**src/rtl/pipe_control_unit.sv**
```systemverilog
// Decode/issue control for a two-stage (EX, WB) pipeline with jump squashing,
// stall/flush handling and a saturating illegal-opcode counter.
module pipe_control_unit #(
  parameter int OPC_W       = 2,
  parameter int JMP_BUBBLES = 1,
  parameter int CNT_W       = 8
) (
  input  logic             clk,
  input  logic             rst_n,
  input  logic             i_in_valid,
  input  logic [OPC_W-1:0] i_opcode,
  input  logic             i_stall,
  input  logic             i_flush,
  output logic             o_in_ready,
  output logic             o_id_adr_sel,
  output logic             o_ex_valid,
  output logic [1:0]       o_ex_alu_ctrl,
  output logic             o_ex_imm_sel,
  output logic             o_ex_data2_sel,
  output logic             o_wb_valid,
  output logic             o_wb_reg_write,
  output logic             o_wb_output_sel,
  output logic             o_illegal,
  output logic [CNT_W-1:0] o_illegal_cnt
);

  localparam logic [0:0] S_RUN    = 1'b0;
  localparam logic [0:0] S_SQUASH = 1'b1;
  localparam logic [2:0] BUBBLES  = 3'(JMP_BUBBLES);

  logic [0:0]       r_state;
  logic [2:0]       r_sq_cnt;
  logic             r_ex_valid, r_ex_imm_sel, r_ex_data2_sel, r_ex_reg_write, r_ex_output_sel;
  logic [1:0]       r_ex_alu_ctrl;
  logic             r_wb_valid, r_wb_reg_write, r_wb_output_sel;
  logic [CNT_W-1:0] r_illegal_cnt;

  logic w_upper_zero, w_is_li, w_is_sll, w_is_j, w_legal;
  logic w_accept, w_take, w_ex_load, w_jump, w_illegal;

  // Opcode bits above [1:0] must be zero for any legal instruction.
  assign w_upper_zero = ((i_opcode >> 2) == '0);
  assign w_is_li      = w_upper_zero & (i_opcode[1:0] == 2'd0);
  assign w_is_sll     = w_upper_zero & (i_opcode[1:0] == 2'd1);
  assign w_is_j       = w_upper_zero & (i_opcode[1:0] == 2'd3);
  assign w_legal      = w_is_li | w_is_sll | w_is_j;

  assign o_in_ready = ~i_stall & ~i_flush;
  assign w_accept   = i_in_valid & o_in_ready;
  // While squashing, accepted slots are consumed but have no effect.
  assign w_take     = w_accept & (r_state == S_RUN);
  assign w_ex_load  = w_take & (w_is_li | w_is_sll);
  assign w_jump     = w_take & w_is_j;
  assign w_illegal  = w_take & ~w_legal;

  assign o_id_adr_sel = w_jump;
  assign o_illegal    = w_illegal & rst_n;

  always_ff @(posedge clk or negedge rst_n) begin
    if (!rst_n) begin
      r_ex_valid      <= 1'b0;
      r_ex_alu_ctrl   <= 2'b00;
      r_ex_imm_sel    <= 1'b0;
      r_ex_data2_sel  <= 1'b0;
      r_ex_reg_write  <= 1'b0;
      r_ex_output_sel <= 1'b0;
    end else if (i_flush) begin
      r_ex_valid      <= 1'b0;
      r_ex_alu_ctrl   <= 2'b00;
      r_ex_imm_sel    <= 1'b0;
      r_ex_data2_sel  <= 1'b0;
      r_ex_reg_write  <= 1'b0;
      r_ex_output_sel <= 1'b0;
    end else if (!i_stall) begin
      r_ex_valid      <= w_ex_load;
      r_ex_alu_ctrl   <= {1'b0, w_ex_load & w_is_sll};
      r_ex_imm_sel    <= w_ex_load & w_is_li;
      r_ex_data2_sel  <= w_ex_load & w_is_sll;
      r_ex_reg_write  <= w_ex_load;
      r_ex_output_sel <= w_ex_load & w_is_sll;
    end
  end

  // WB still advances on flush so the instruction already in EX retires.
  always_ff @(posedge clk or negedge rst_n) begin
    if (!rst_n) begin
      r_wb_valid      <= 1'b0;
      r_wb_reg_write  <= 1'b0;
      r_wb_output_sel <= 1'b0;
    end else if (i_flush || !i_stall) begin
      r_wb_valid      <= r_ex_valid;
      r_wb_reg_write  <= r_ex_reg_write;
      r_wb_output_sel <= r_ex_output_sel;
    end
  end

  always_ff @(posedge clk or negedge rst_n) begin
    if (!rst_n) begin
      r_state  <= S_RUN;
      r_sq_cnt <= 3'd0;
    end else if (i_flush) begin
      r_state  <= S_RUN;
      r_sq_cnt <= 3'd0;
    end else if (!i_stall) begin
      case (r_state)
        S_RUN: begin
          if (w_jump && (BUBBLES != 3'd0)) begin
            r_state  <= S_SQUASH;
            r_sq_cnt <= BUBBLES;
          end
        end
        default: begin
          r_sq_cnt <= r_sq_cnt - 3'd1;
          if (r_sq_cnt <= 3'd1) begin
            r_state  <= S_RUN;
            r_sq_cnt <= 3'd0;
          end
        end
      endcase
    end
  end

  always_ff @(posedge clk or negedge rst_n) begin
    if (!rst_n) begin
      r_illegal_cnt <= '0;
    end else if (w_illegal && (r_illegal_cnt != '1)) begin
      r_illegal_cnt <= r_illegal_cnt + 1'b1;
    end
  end

  assign o_ex_valid      = r_ex_valid;
  assign o_ex_alu_ctrl   = r_ex_alu_ctrl;
  assign o_ex_imm_sel    = r_ex_imm_sel;
  assign o_ex_data2_sel  = r_ex_data2_sel;
  assign o_wb_valid      = r_wb_valid;
  assign o_wb_reg_write  = r_wb_reg_write & r_wb_valid;
  assign o_wb_output_sel = r_wb_output_sel;
  assign o_illegal_cnt   = r_illegal_cnt;

endmodule

```
**config.mk**
```make
export PLATFORM = sky130hd
export DESIGN_NAME = pipe_control_unit
export DESIGN_NICKNAME = d
export VERILOG_FILES = /design/src/rtl/pipe_control_unit.sv
export SDC_FILE = /design/constraint.sdc
export NUM_CORES = 1
export LEC_CHECK = 0
export ABC_CLOCK_PERIOD_IN_PS = 2000
export CAP_MARGIN = 20
export CELL_PAD_IN_SITES_DETAIL_PLACEMENT = 0
export CELL_PAD_IN_SITES_GLOBAL_PLACEMENT = 1
export CORE_UTILIZATION = 35
export CTS_CLUSTER_DIAMETER = 30
export DETAILED_ROUTE_END_ITERATION = 12
export GPL_TIMING_DRIVEN = 0
export PLACE_DENSITY_LB_ADDON = 0.25
export RECOVER_POWER = 25
export SLEW_MARGIN = 20
export SYNTH_ARGS = -nofsm -noshare
export SYNTH_HDL_FRONTEND = slang
export SYNTH_SLANG_ARGS = --single-unit
```
**constraint.sdc**
```tcl
create_clock -name clk -period 2 [get_ports clk]
set_input_delay 0.2 -clock clk [delete_from_list [all_inputs] [get_ports clk]]
set_output_delay 0.2 -clock clk [all_outputs]
set_load 0.01 [all_outputs]
```
==> summary.txt, run 1 <==
Worst setup path
  – Largest stage delay, worst path: 0.59 ns
  – CP arrival: 1.69 ns
  – Crit Path Max Fanout: 6
  – Crit path kind: reg2out
  – CP delay by family, top: simple AND/OR/NAND/NOR gates
  – Crit path max-delay cell type: or4b_4
  – CP Buf/Inv Count: 1
  – CP cell instances: or4b_4, nor2_4, and2_1, buf_2
  – Critical Path RT: 1.80 ns
  – CP Launch Type: flip-flop
  – Worst setup EP type: output pin

Final layout
  – Nets@finish: 124
  – Fin area: 0.00122 sq mm
  – Diodes inserted: 0
  – Non-filler instance count after layout: 143
  – Area grow syn2layout: 33.6%
  – Layout cells sized above 1: 0.168

Clock tree
  – Max clock buf depth: 2
  – CTS Sinks: 17
  – Root Driver: clkbuf_4
  – CTS tree: built
  – Hold-fix buffers, CTS: 0
  – Clk pin slew, worst setup/hold paths: 0.10 ns
  – Inserted Clock Buffers: 3
  – Clk Latency, worst-skew pair: 0.28 ns
  – H-tree depth: 1

Floorplanning
  – DIE WIDTH: 53.1 microns
  – Initial Utilization: 0.369
  – Core ar.: 0.00248 sq mm
  – Site Rows: 18
  – Io pins: 26
  – Die area: 0.00282 sq mm
  – Die Y: 53.1 microns

Synthesis
  – Ys async rst share: 1.00
  – Mapped Cells: 85
  – Yosys cell types: 33
  – Sequential area share after synthesis: 0.466
  – YS warnings: 0
  – Dominant cell by count in the synthesized netlist: dfrtp_1
  – Yosys top cell area share: 0.466
  – Synth top area cells: dfrtp_1, ha_1, mux2_1
  – Syn avg cell area: 10.7 sq um
  – Largest area contributor in the netlist: dfrtp_1
  – Post-synth EDFFs: 0
  – Syn Nets: 95
  – Most frequent cells after synthesis: dfrtp_1, nor2_1, nand2_1
  – Ys flop type: dfrtp_1
  – Mapped Area: 913 sq um
  – Flops & latches, synth: 17

Drt
  – Vias post-DR: 712
  – Routed Antenna Nets: 0
  – DRT Wirelength: 1740 microns
  – 1st-iter DRT viols: 4
  – Avg Vias per Cell: 4.98
  – TritonRoute pass-1 iters: 2
  – DR WL/cell: 12.1 microns
  – DR DRC count: 0

Timing
  – Minimum clock period: 1.89 ns
  – Skew final: 0.00343 ns
  – Endpoints failing setup: 0
  – Final Hold Violating Endpoints: 0
  – F_max: 529 MHz
  – Slew Viols, Final: 0
  – Slew HR: 0.467
  – Worst Tran Pin Value: 0.796 ns
  – Worst setup margin: 0.111 ns
  – Fin crit share: 0.945
  – RSZ-0062 raised after global routing: no

Placement
  – HPWL Detailed: 1320 microns
  – Dpl ws: -0.538 ns
  – Placer Congestion: 0.777
  – Placed Area: 0.00119 sq mm
  – Placed Instances: 139
  – Port-buffer cells: 24

Power
  – Peak VDD IR: 0.000328 V
  – Lkg Pwr: 0.563 nW
  – PD cells: 650 mW/mm^2
  – Final Power: 0.000793 W

Global routing
  – First-pass GRT wire length: 2810 microns
  – Total track usage: 0.140
  – Vias in the first global route: 662
  – Antenna violations before repair: 0
  – Pin count of the biggest net entering global routing: 19
  – Grt ovf: 0

Hold path
  – Worst min path class: in2async

Status
  – Status: complete, no violations

Job
  – Max-Cap Viols: 0
## cell families (layout without fill, tap and decap cells)
logic type                 count (synthesis)  after routing  share of synthesized area
adders and majority gates                  3              3                     0.0411
DFF                                       17             17                      0.466
AOI/OAI and AO/OA                         14             14                      0.121
xor gates and xnor gates                   3              3                     0.0288
and+or+nand+nor                           31             31                      0.197
buffers and inverters                      9             37                     0.0575
other                                      1              1                    0.00411
muxes                                      7              7                     0.0849
## stage by stage
stage / util / hold slack (ns) / TNS, ns
5_1_grt: 0.492 / 0.390 / 0
3_5_place_dp: 0.481 / 0.475 / -2.22
4_1_cts: 0.495 / 0.361 / 0
2_1_floorplan: - / -0.0956 / 0
6_report: 0.492 / 0.366 / 0
3_3_place_gp: 0.481 / 0.465 / -2.13
## path summary, 6_finish.rpt
check / startpoint / end / slack [ns] / cells past startpoint
min in group clk: i_flush / r_state / 0.37 / 2
worst max register to register: r_state / o_illegal_cnt[7] / 0.18 / 4
worst min-delay path: rst_n / o_illegal_cnt[5] / 0.37 / 1
max in group asynchronous: rst_n / r_state / 1.09 / 1
worst min register to register: r_sq_cnt[2] / r_sq_cnt[2] / 0.49 / 1
worst max-delay path: r_state / o_illegal / 0.11 / 4
## where the power goes
group | switching [W] | internal, W | total [W]
Sequential | 0.0000514 | 0.000375 | 0.000427
Clock | 0.000108 | 0.0000741 | 0.000183
Combinational | 0.0000773 | 0.000106 | 0.000184
Total | 0.000237 | 0.000556 | 0.000793
## per-layer routing
metal | vias to the layer above | share of wire | GRT usage
li1 | 355 | - | -
met1 | 343 | 0.49 | 0.183
met2 | 12 | 0.46 | 0.222
met3 | 2 | 0.037 | 0.0259
met4 | 0 | 0.012 | 0.0658
met5 | - | 0 | 0
## cell usage in the layout, fill, tap and decap left out, types with 2 or more instances in the layout
cell and n:
clkdlybuf4s50_1 21, a21o_1 2, mux2_1 3, ha_1 3, a21oi_1 3, buf_4 4, xnor2_1 2, mux2_2 3
clkbuf_4 3, nand2_1 6, nand2b_1 4, dlygate4sd2_1 2, dfrtp_1 16, nand4_1 5, and3_1 2, inv_1 5
nor2_1 6, o21ai_0 2
## flip-flops by register name (all words and copies together), names as in the netlist
signal and count:
r_wb_reg_write 1, r_sq_cnt 3, o_illegal_cnt 8, r_state 1, r_ex_reg_write 1, o_ex_imm_sel 1
o_wb_output_sel 1, o_ex_alu_ctrl 1
## layout make-up
class / count / area, sq um
Inverter: 5 / 18.8
Timing Repair Buffer: 25 / 240
Buffer: 3 / 22.5
Clock buffer: 3 / 22.5
Multi-Input combinational cell: 59 / 447
Tap cell: 30 / 37.5
Sequential cell: 17 / 427
Fill cell: 251 / 1260
Clock inverter: 1 / 5.00
## timing repair
item | in CTS | in global routing
setup buffers | 1 | 0
cloned | 0 | 0
endpoints found under the setup margin | 2 | 2
gates resized for setup | 9 | 1
Note: power is estimated with default switching activity, not from simulation.
==> run 2, diff against run 1 <==
--- a/config.mk
+++ b/config.mk
@@ -15,6 +15,7 @@
 export GPL_TIMING_DRIVEN = 0
 export PLACE_DENSITY_LB_ADDON = 0.25
 export RECOVER_POWER = 25
+export SKIP_CTS_REPAIR_TIMING = 1
 export SLEW_MARGIN = 20
 export SYNTH_ARGS = -nofsm -noshare
 export SYNTH_HDL_FRONTEND = slang
==> summary.txt, run 2 (same netlist as run 1, synthesis figures left out) <==
Worst setup path
  – Worst setup EP type: output pin (unchanged)
  – Largest stage delay, worst path: 0.51 ns (was 0.59 ns)
  – Crit Path Max Fanout: 6 (unchanged)
  – Critical R2R Capture: o_illegal_cnt[7] (unchanged)
  – Crit path max-delay cell type: or4b_4 (unchanged)
  – FF-to-FF path depth: 5 (was 4)
  – Flop2flop setup slack: 0.11 ns (was 0.18 ns)
  – CP arrival: 1.74 ns (was 1.69 ns)
  – Crit path kind: reg2out (unchanged)
  – R2R Path Start: r_state (unchanged)
  – CP Buf/Inv Count: 2 (was 1)
  – CP cell instances: or4b_4, buf_6, nor2_4, and2_1, buf_2 (was or4b_4, nor2_4, and2_1, buf_2)
  – Critical Path RT: 1.80 ns (about the same)
  – CP Launch Type: flip-flop (unchanged)
  – CP delay by family, top: simple AND/OR/NAND/NOR gates (unchanged)

Timing
  – Slew Viols, Final: 0 (unchanged)
  – Minimum clock period: 1.94 ns (was 1.89 ns)
  – RSZ-0062 raised after global routing: yes (was no)
  – Slew HR: 0.469 (was 0.467)
  – F_max: 517 MHz (was 529 MHz)
  – Endpoints failing setup: 0 (unchanged)
  – Final Hold Violating Endpoints: 0 (unchanged)
  – Worst Tran Pin Value: 0.794 ns (was 0.796 ns)
  – Fin crit share: 0.968 (was 0.945)
  – Skew final: 0.00351 ns (was 0.00343 ns)
  – Worst setup margin: 0.0646 ns (was 0.111 ns)

Drt
  – DR DRC count: 0 (unchanged)
  – Routed Antenna Nets: 0 (unchanged)
  – DRT Wirelength: 1740 microns (about the same)
  – Avg Vias per Cell: 5.06 (was 4.98)
  – DR WL/cell: 12.1 microns (about the same)
  – 1st-iter DRT viols: 6 (was 4)
  – Vias post-DR: 728 (was 712)
  – TritonRoute pass-1 iters: 4 (was 2)

Hold path
  – Worst min path class: in2reg (was in2async)
  – Hold Path Origin: i_flush
  – Hold path depth: 2
  – WHS Endpoint: r_state

Floorplanning
  – Die area: 0.00282 sq mm (unchanged)
  – Core ar.: 0.00248 sq mm (unchanged)
  – DIE WIDTH: 53.1 microns (unchanged)
  – Site Rows: 18 (unchanged)
  – Io pins: 26 (unchanged)
  – Initial Utilization: 0.369 (unchanged)
  – Die Y: 53.1 microns (unchanged)

Global routing
  – Grt ovf: 0 (unchanged)
  – Total track usage: 0.139 (was 0.140)
  – Antenna violations before repair: 0 (unchanged)
  – First-pass GRT wire length: 2790 microns (was 2810 microns)
  – Pin count of the biggest net entering global routing: 19 (unchanged)
  – Vias in the first global route: 657 (was 662)

Clock tree
  – CTS Sinks: 17 (unchanged)
  – Inserted Clock Buffers: 3 (unchanged)
  – Clk Latency, worst-skew pair: 0.28 ns (about the same)
  – Root Driver: clkbuf_4 (unchanged)
  – CTS tree: built (unchanged)
  – Max clock buf depth: 2 (unchanged)
  – H-tree depth: 1 (unchanged)
  – Clk pin slew, worst setup/hold paths: 0.10 ns (about the same)

Final layout
  – Diodes inserted: 0 (unchanged)
  – Most frequent cells in the layout: clkdlybuf4s50_1, dfrtp_1, nand2_1, nor2_1 (unchanged)
  – Fin area: 0.00124 sq mm (was 0.00122 sq mm)
  – Reg area: 427 sq um (unchanged)
  – Fillers: 249 (was 251)
  – Layout cells sized above 1: 0.175 (was 0.168)
  – Area grow syn2layout: 35.6% (was 33.6%)
  – Multi-input logic area: 447 sq um (unchanged)
  – Nets@finish: 125 (was 124)
  – Max reg flops: 8 (unchanged)
  – Most common cell after layout, fill and taps aside: clkdlybuf4s50_1 (unchanged)

Placement
  – Dpl ws: -0.538 ns (unchanged)
  – Placer Congestion: 0.777 (unchanged)
  – HPWL Detailed: 1320 microns (unchanged)
  – Placed Area: 0.00119 sq mm (unchanged)
  – Port-buffer cells: 24 (unchanged)

Power
  – Lkg Pwr: 0.590 nW (was 0.563 nW)
  – Peak VDD IR: 0.000329 V (was 0.000328 V)
  – PD cells: 643 mW/mm^2 (was 650 mW/mm^2)

Job
  – Max-Cap Viols: 0 (unchanged)

Status
  – Status: complete, no violations (unchanged)
## run 2: how the worst max path moves through the flow
stage	from	to	slack [ns]	cells after the start
3_5_place_dp	i_flush	o_illegal	-0.54	6
6_report	r_state	o_illegal	0.06	5
4_1_cts	i_flush	o_illegal	-0.55	6
3_3_place_gp	i_flush	o_illegal	-0.54	6
2_1_floorplan	r_state	o_illegal_cnt[1]	0.18	4
5_1_grt	r_state	o_illegal	-0.01	5
## run 2: where the power goes
group	total, W	switching (W)	internal (W)	leakage, nW
sequential	0.000427	0.0000519	0.000375	0.225
clock	0.000183	0.000109	0.0000741	0.0177
combinational	0.000186	0.0000773	0.000109	0.347
total	0.000796	0.000238	0.000558	0.590
## run 2: layout make-up
type                       instances  area share
sequential                        17       0.344
multi-input combinational         59       0.361
clock buffer                       3      0.0182
tap                               30      0.0303
buffer                             4      0.0273
timing repair buffer              25       0.200
inverter                           5      0.0152
clock inverter                     1     0.00404
## run 2: metrics by stage
step                      hold WS [ns]  cells   util  setup TNS (ns)  power, W
after global placement           0.465    139  0.481           -2.13  0.000617
after global routing             0.279    144  0.500         -0.0127  0.000839
after floorplan                -0.0956     85      -               0  0.000504
after CTS                        0.388    143  0.492          -0.860  0.000806
final                            0.255    144  0.500               0  0.000796
after detailed placement         0.475    139  0.481           -2.22  0.000621
## run 2: per-layer routing
layer | wire, microns | part of all wire | vias up | GRT usage
li1 | - | - | 356 | -
met1 | 840 | 0.48 | 354 | 0.180
met2 | 812 | 0.47 | 16 | 0.222
met3 | 69 | 0.040 | 2 | 0.0259
met4 | 20 | 0.011 | 0 | 0.0658
met5 | 0 | 0 | - | 0
==> run 3, diff against run 2 <==
--- a/config.mk
+++ b/config.mk
@@ -5,11 +5,12 @@
 export SDC_FILE = /design/constraint.sdc
 export NUM_CORES = 1
 export LEC_CHECK = 0
-export ABC_CLOCK_PERIOD_IN_PS = 2000
+export ABC_AREA = 0
+export ABC_CLOCK_PERIOD_IN_PS = 2400
 export CAP_MARGIN = 20
 export CELL_PAD_IN_SITES_DETAIL_PLACEMENT = 0
 export CELL_PAD_IN_SITES_GLOBAL_PLACEMENT = 1
-export CORE_UTILIZATION = 35
+export CORE_UTILIZATION = 38
 export CTS_CLUSTER_DIAMETER = 30
 export DETAILED_ROUTE_END_ITERATION = 12
 export GPL_TIMING_DRIVEN = 0
==> constraint.sdc (replaced) <==
create_clock -name clk -period 2.4 [get_ports clk]
set_input_delay 0.24 -clock clk [delete_from_list [all_inputs] [get_ports clk]]
set_output_delay 0.24 -clock clk [all_outputs]
set_load 0.01 [all_outputs]
==> summary.txt, run 3 (same netlist as run 1, synthesis figures left out) <==
Status
  – Status: complete, no violations (unchanged)

Final layout
  – Layout cells sized above 1: 0.149 (was 0.175)
  – Diodes inserted: 0 (unchanged)
  – Fin area: 0.00123 sq mm (was 0.00124 sq mm)
  – Most frequent cells in the layout: clkdlybuf4s50_1, dfrtp_1, nand2_1, nor2_1 (unchanged)
  – Area grow syn2layout: 34.8% (was 35.6%)
  – Most common cell after layout, fill and taps aside: clkdlybuf4s50_1 (unchanged)
  – Nets@finish: 125 (unchanged)
  – Max reg flops: 8 (unchanged)

Power
  – Clock power frac: 0.230 (about the same)
  – Gate power share: 0.234 (about the same)
  – Lkg Pwr: 0.584 nW (was 0.590 nW)
  – Int Pwr: 0.000467 W (was 0.000558 W)
  – P_sw: 0.000190 W (was 0.000238 W)
  – Sw Share: 0.289 (was 0.299)
  – PD cells: 534 mW/mm^2 (was 643 mW/mm^2)
  – Final Power: 0.000657 W (was 0.000796 W)
  – Sequential share of power: 0.536 (was 0.537)
  – Peak VDD IR: 0.000526 V (was 0.000329 V)

Hold path
  – Hold Path Origin: i_flush (unchanged)
  – Worst min path class: in2reg (unchanged)

Drt
  – DR DRC count: 0 (unchanged)
  – 1st-iter DRT viols: 8 (was 6)
  – Vias post-DR: 727 (was 728)
  – DRT Wirelength: 1720 microns (was 1740 microns)
  – DR WL/cell: 12.1 microns (about the same)
  – Avg Vias per Cell: 5.12 (was 5.06)
  – TritonRoute pass-1 iters: 4 (unchanged)
  – Routed Antenna Nets: 0 (unchanged)

Worst setup path
  – CP Buf/Inv Count: 2 (unchanged)
  – Largest stage delay, worst path: 0.53 ns (was 0.51 ns)
  – Critical Path Start: r_state (unchanged)
  – Critical Path RT: 2.16 ns (was 1.80 ns)
  – R2R Path Start: r_state (unchanged)
  – CP cell instances: or4b_1, buf_6, nor2_1, clkdlybuf4s50_1 (was or4b_4, buf_6, nor2_4, and2_1, buf_2)
  – Crit Path Max Fanout: 7 (was 6)
  – Crit path max-delay cell type: or4b_1 (was or4b_4)
  – CP delay by family, top: buffers and inverters (was simple AND/OR/NAND/NOR gates)
  – Worst setup EP type: output pin (unchanged)
  – CP Launch Type: flip-flop (unchanged)
  – Crit path kind: reg2out (unchanged)
  – CP arrival: 2.05 ns (was 1.74 ns)

Clock tree
  – CTS tree: built (unchanged)
  – Root Driver: clkbuf_4 (unchanged)
  – CTS Sinks: 17 (unchanged)
  – Max clock buf depth: 2 (unchanged)
  – Clk Latency, worst-skew pair: 0.28 ns (about the same)
  – Clk pin slew, worst setup/hold paths: 0.10 ns (about the same)
  – Inserted Clock Buffers: 3 (unchanged)
  – H-tree depth: 1 (unchanged)

Job
  – Max-Cap Viols: 0 (unchanged)

Timing
  – Slew HR: 0.475 (was 0.469)
  – RSZ-0062 raised after global routing: no (was yes)
  – F_max: 437 MHz
  – Minimum clock period: 2.29 ns
  – TNS Setup: 0 ns (unchanged)
  – Skew final: 0.00312 ns (was 0.00351 ns)
  – Fin crit share: 0.954
  – Final Hold Violating Endpoints: 0 (unchanged)
  – Worst Hold Margin: 0.277 ns (was 0.255 ns)
  – Endpoints failing setup: 0 (unchanged)
  – Worst Tran Pin Value: 0.785 ns (was 0.794 ns)
  – Slew Viols, Final: 0 (unchanged)
  – Worst setup margin: 0.109 ns (was 0.0646 ns)

Placement
  – Placed Area: 0.00119 sq mm (about the same)
  – Port-buffer cells: 24 (unchanged)
  – HPWL Detailed: 1290 microns (was 1320 microns)
  – Placer Congestion: 0.776 (was 0.777)
  – Dpl ws: -0.225 ns (was -0.538 ns)

Floorplanning
  – Die area: 0.00260 sq mm (was 0.00282 sq mm)
  – DIE WIDTH: 51.0 microns (was 53.1 microns)
  – Core ar.: 0.00223 sq mm (was 0.00248 sq mm)
  – Initial Utilization: 0.409 (was 0.369)
  – Die Y: 51.0 microns (was 53.1 microns)
  – Site Rows: 17 (was 18)
  – Io pins: 26 (unchanged)

Global routing
  – Pin count of the biggest net entering global routing: 19 (unchanged)
  – Vias in the first global route: 705 (was 657)
  – Antenna violations before repair: 0 (unchanged)
  – Grt ovf: 0 (unchanged)
  – First-pass GRT wire length: 2950 microns (was 2790 microns)
  – Total track usage: 0.152 (was 0.139)
[run 3: cell count changes in the layout (fill, tap and decap cells not counted)]
cell / before / now
nor2_4: 1 / 0
clkinv_2: 1 / 0
buf_2: 1 / 0
or4b_4: 1 / 0
dlygate4sd3_1: 0 / 1
or4b_1: 0 / 1
clkbuf_1: 0 / 1
nor2_2: 0 / 1
[run 3: stage by stage]
step	utilization	cells
floorplan	-	85
global placement	0.532	137
detailed placement	0.532	137
CTS	0.544	141
global route	0.551	142
finish	0.551	142
[run 3: cell type report]
cell class                      instances  area, sq um
Clock buffer                            4         26.3
Timing Repair Buffer                   25          253
Sequential cell                        17          427
Buffer                                  4         33.8
Inverter                                5         18.8
Multi-Input combinational cell         59          438
Tap cell                               28         35.0
Fill cell                             207         1000
[run 3: final timing paths]
kind / to / slack (ns) / cells past startpoint
min: r_state / 0.28 / 2
max: o_id_adr_sel / 0.11 / 4
max reg2reg: o_illegal_cnt[7] / 0.47 / 5
max in group asynchronous: r_state / 1.39 / 1
min in group asynchronous: o_wb_output_sel / 0.47 / 1
min reg2reg: r_sq_cnt[2] / 0.49 / 1
[run 3: layer usage]
metal,track usage,part of all wire,wire length [microns]
met4,0.0694,0.0070,12
met3,0.0298,0.048,82
met5,0,0,0
met1,0.192,0.47,803
met2,0.248,0.48,821
[run 3: worst reg2reg max path, cell delays in order (launching register included)]
cell	delay, ns
dfrtp_2	0.46
or4b_1	0.53
buf_6	0.16
nor3b_2	0.22
nand4_1	0.13
mux2_1	0.32
[run 3: power groups by stage]
stage	Combinational (W)	Clock, W	Sequential (W)
after detailed placement	0.000156	0	0.000358
after floorplan	0.0000571	0	0.000363
final	0.000154	0.000151	0.000352
after global routing	0.000168	0.000167	0.000359
after CTS	0.000156	0.000158	0.000353
after global placement	0.000153	0	0.000357
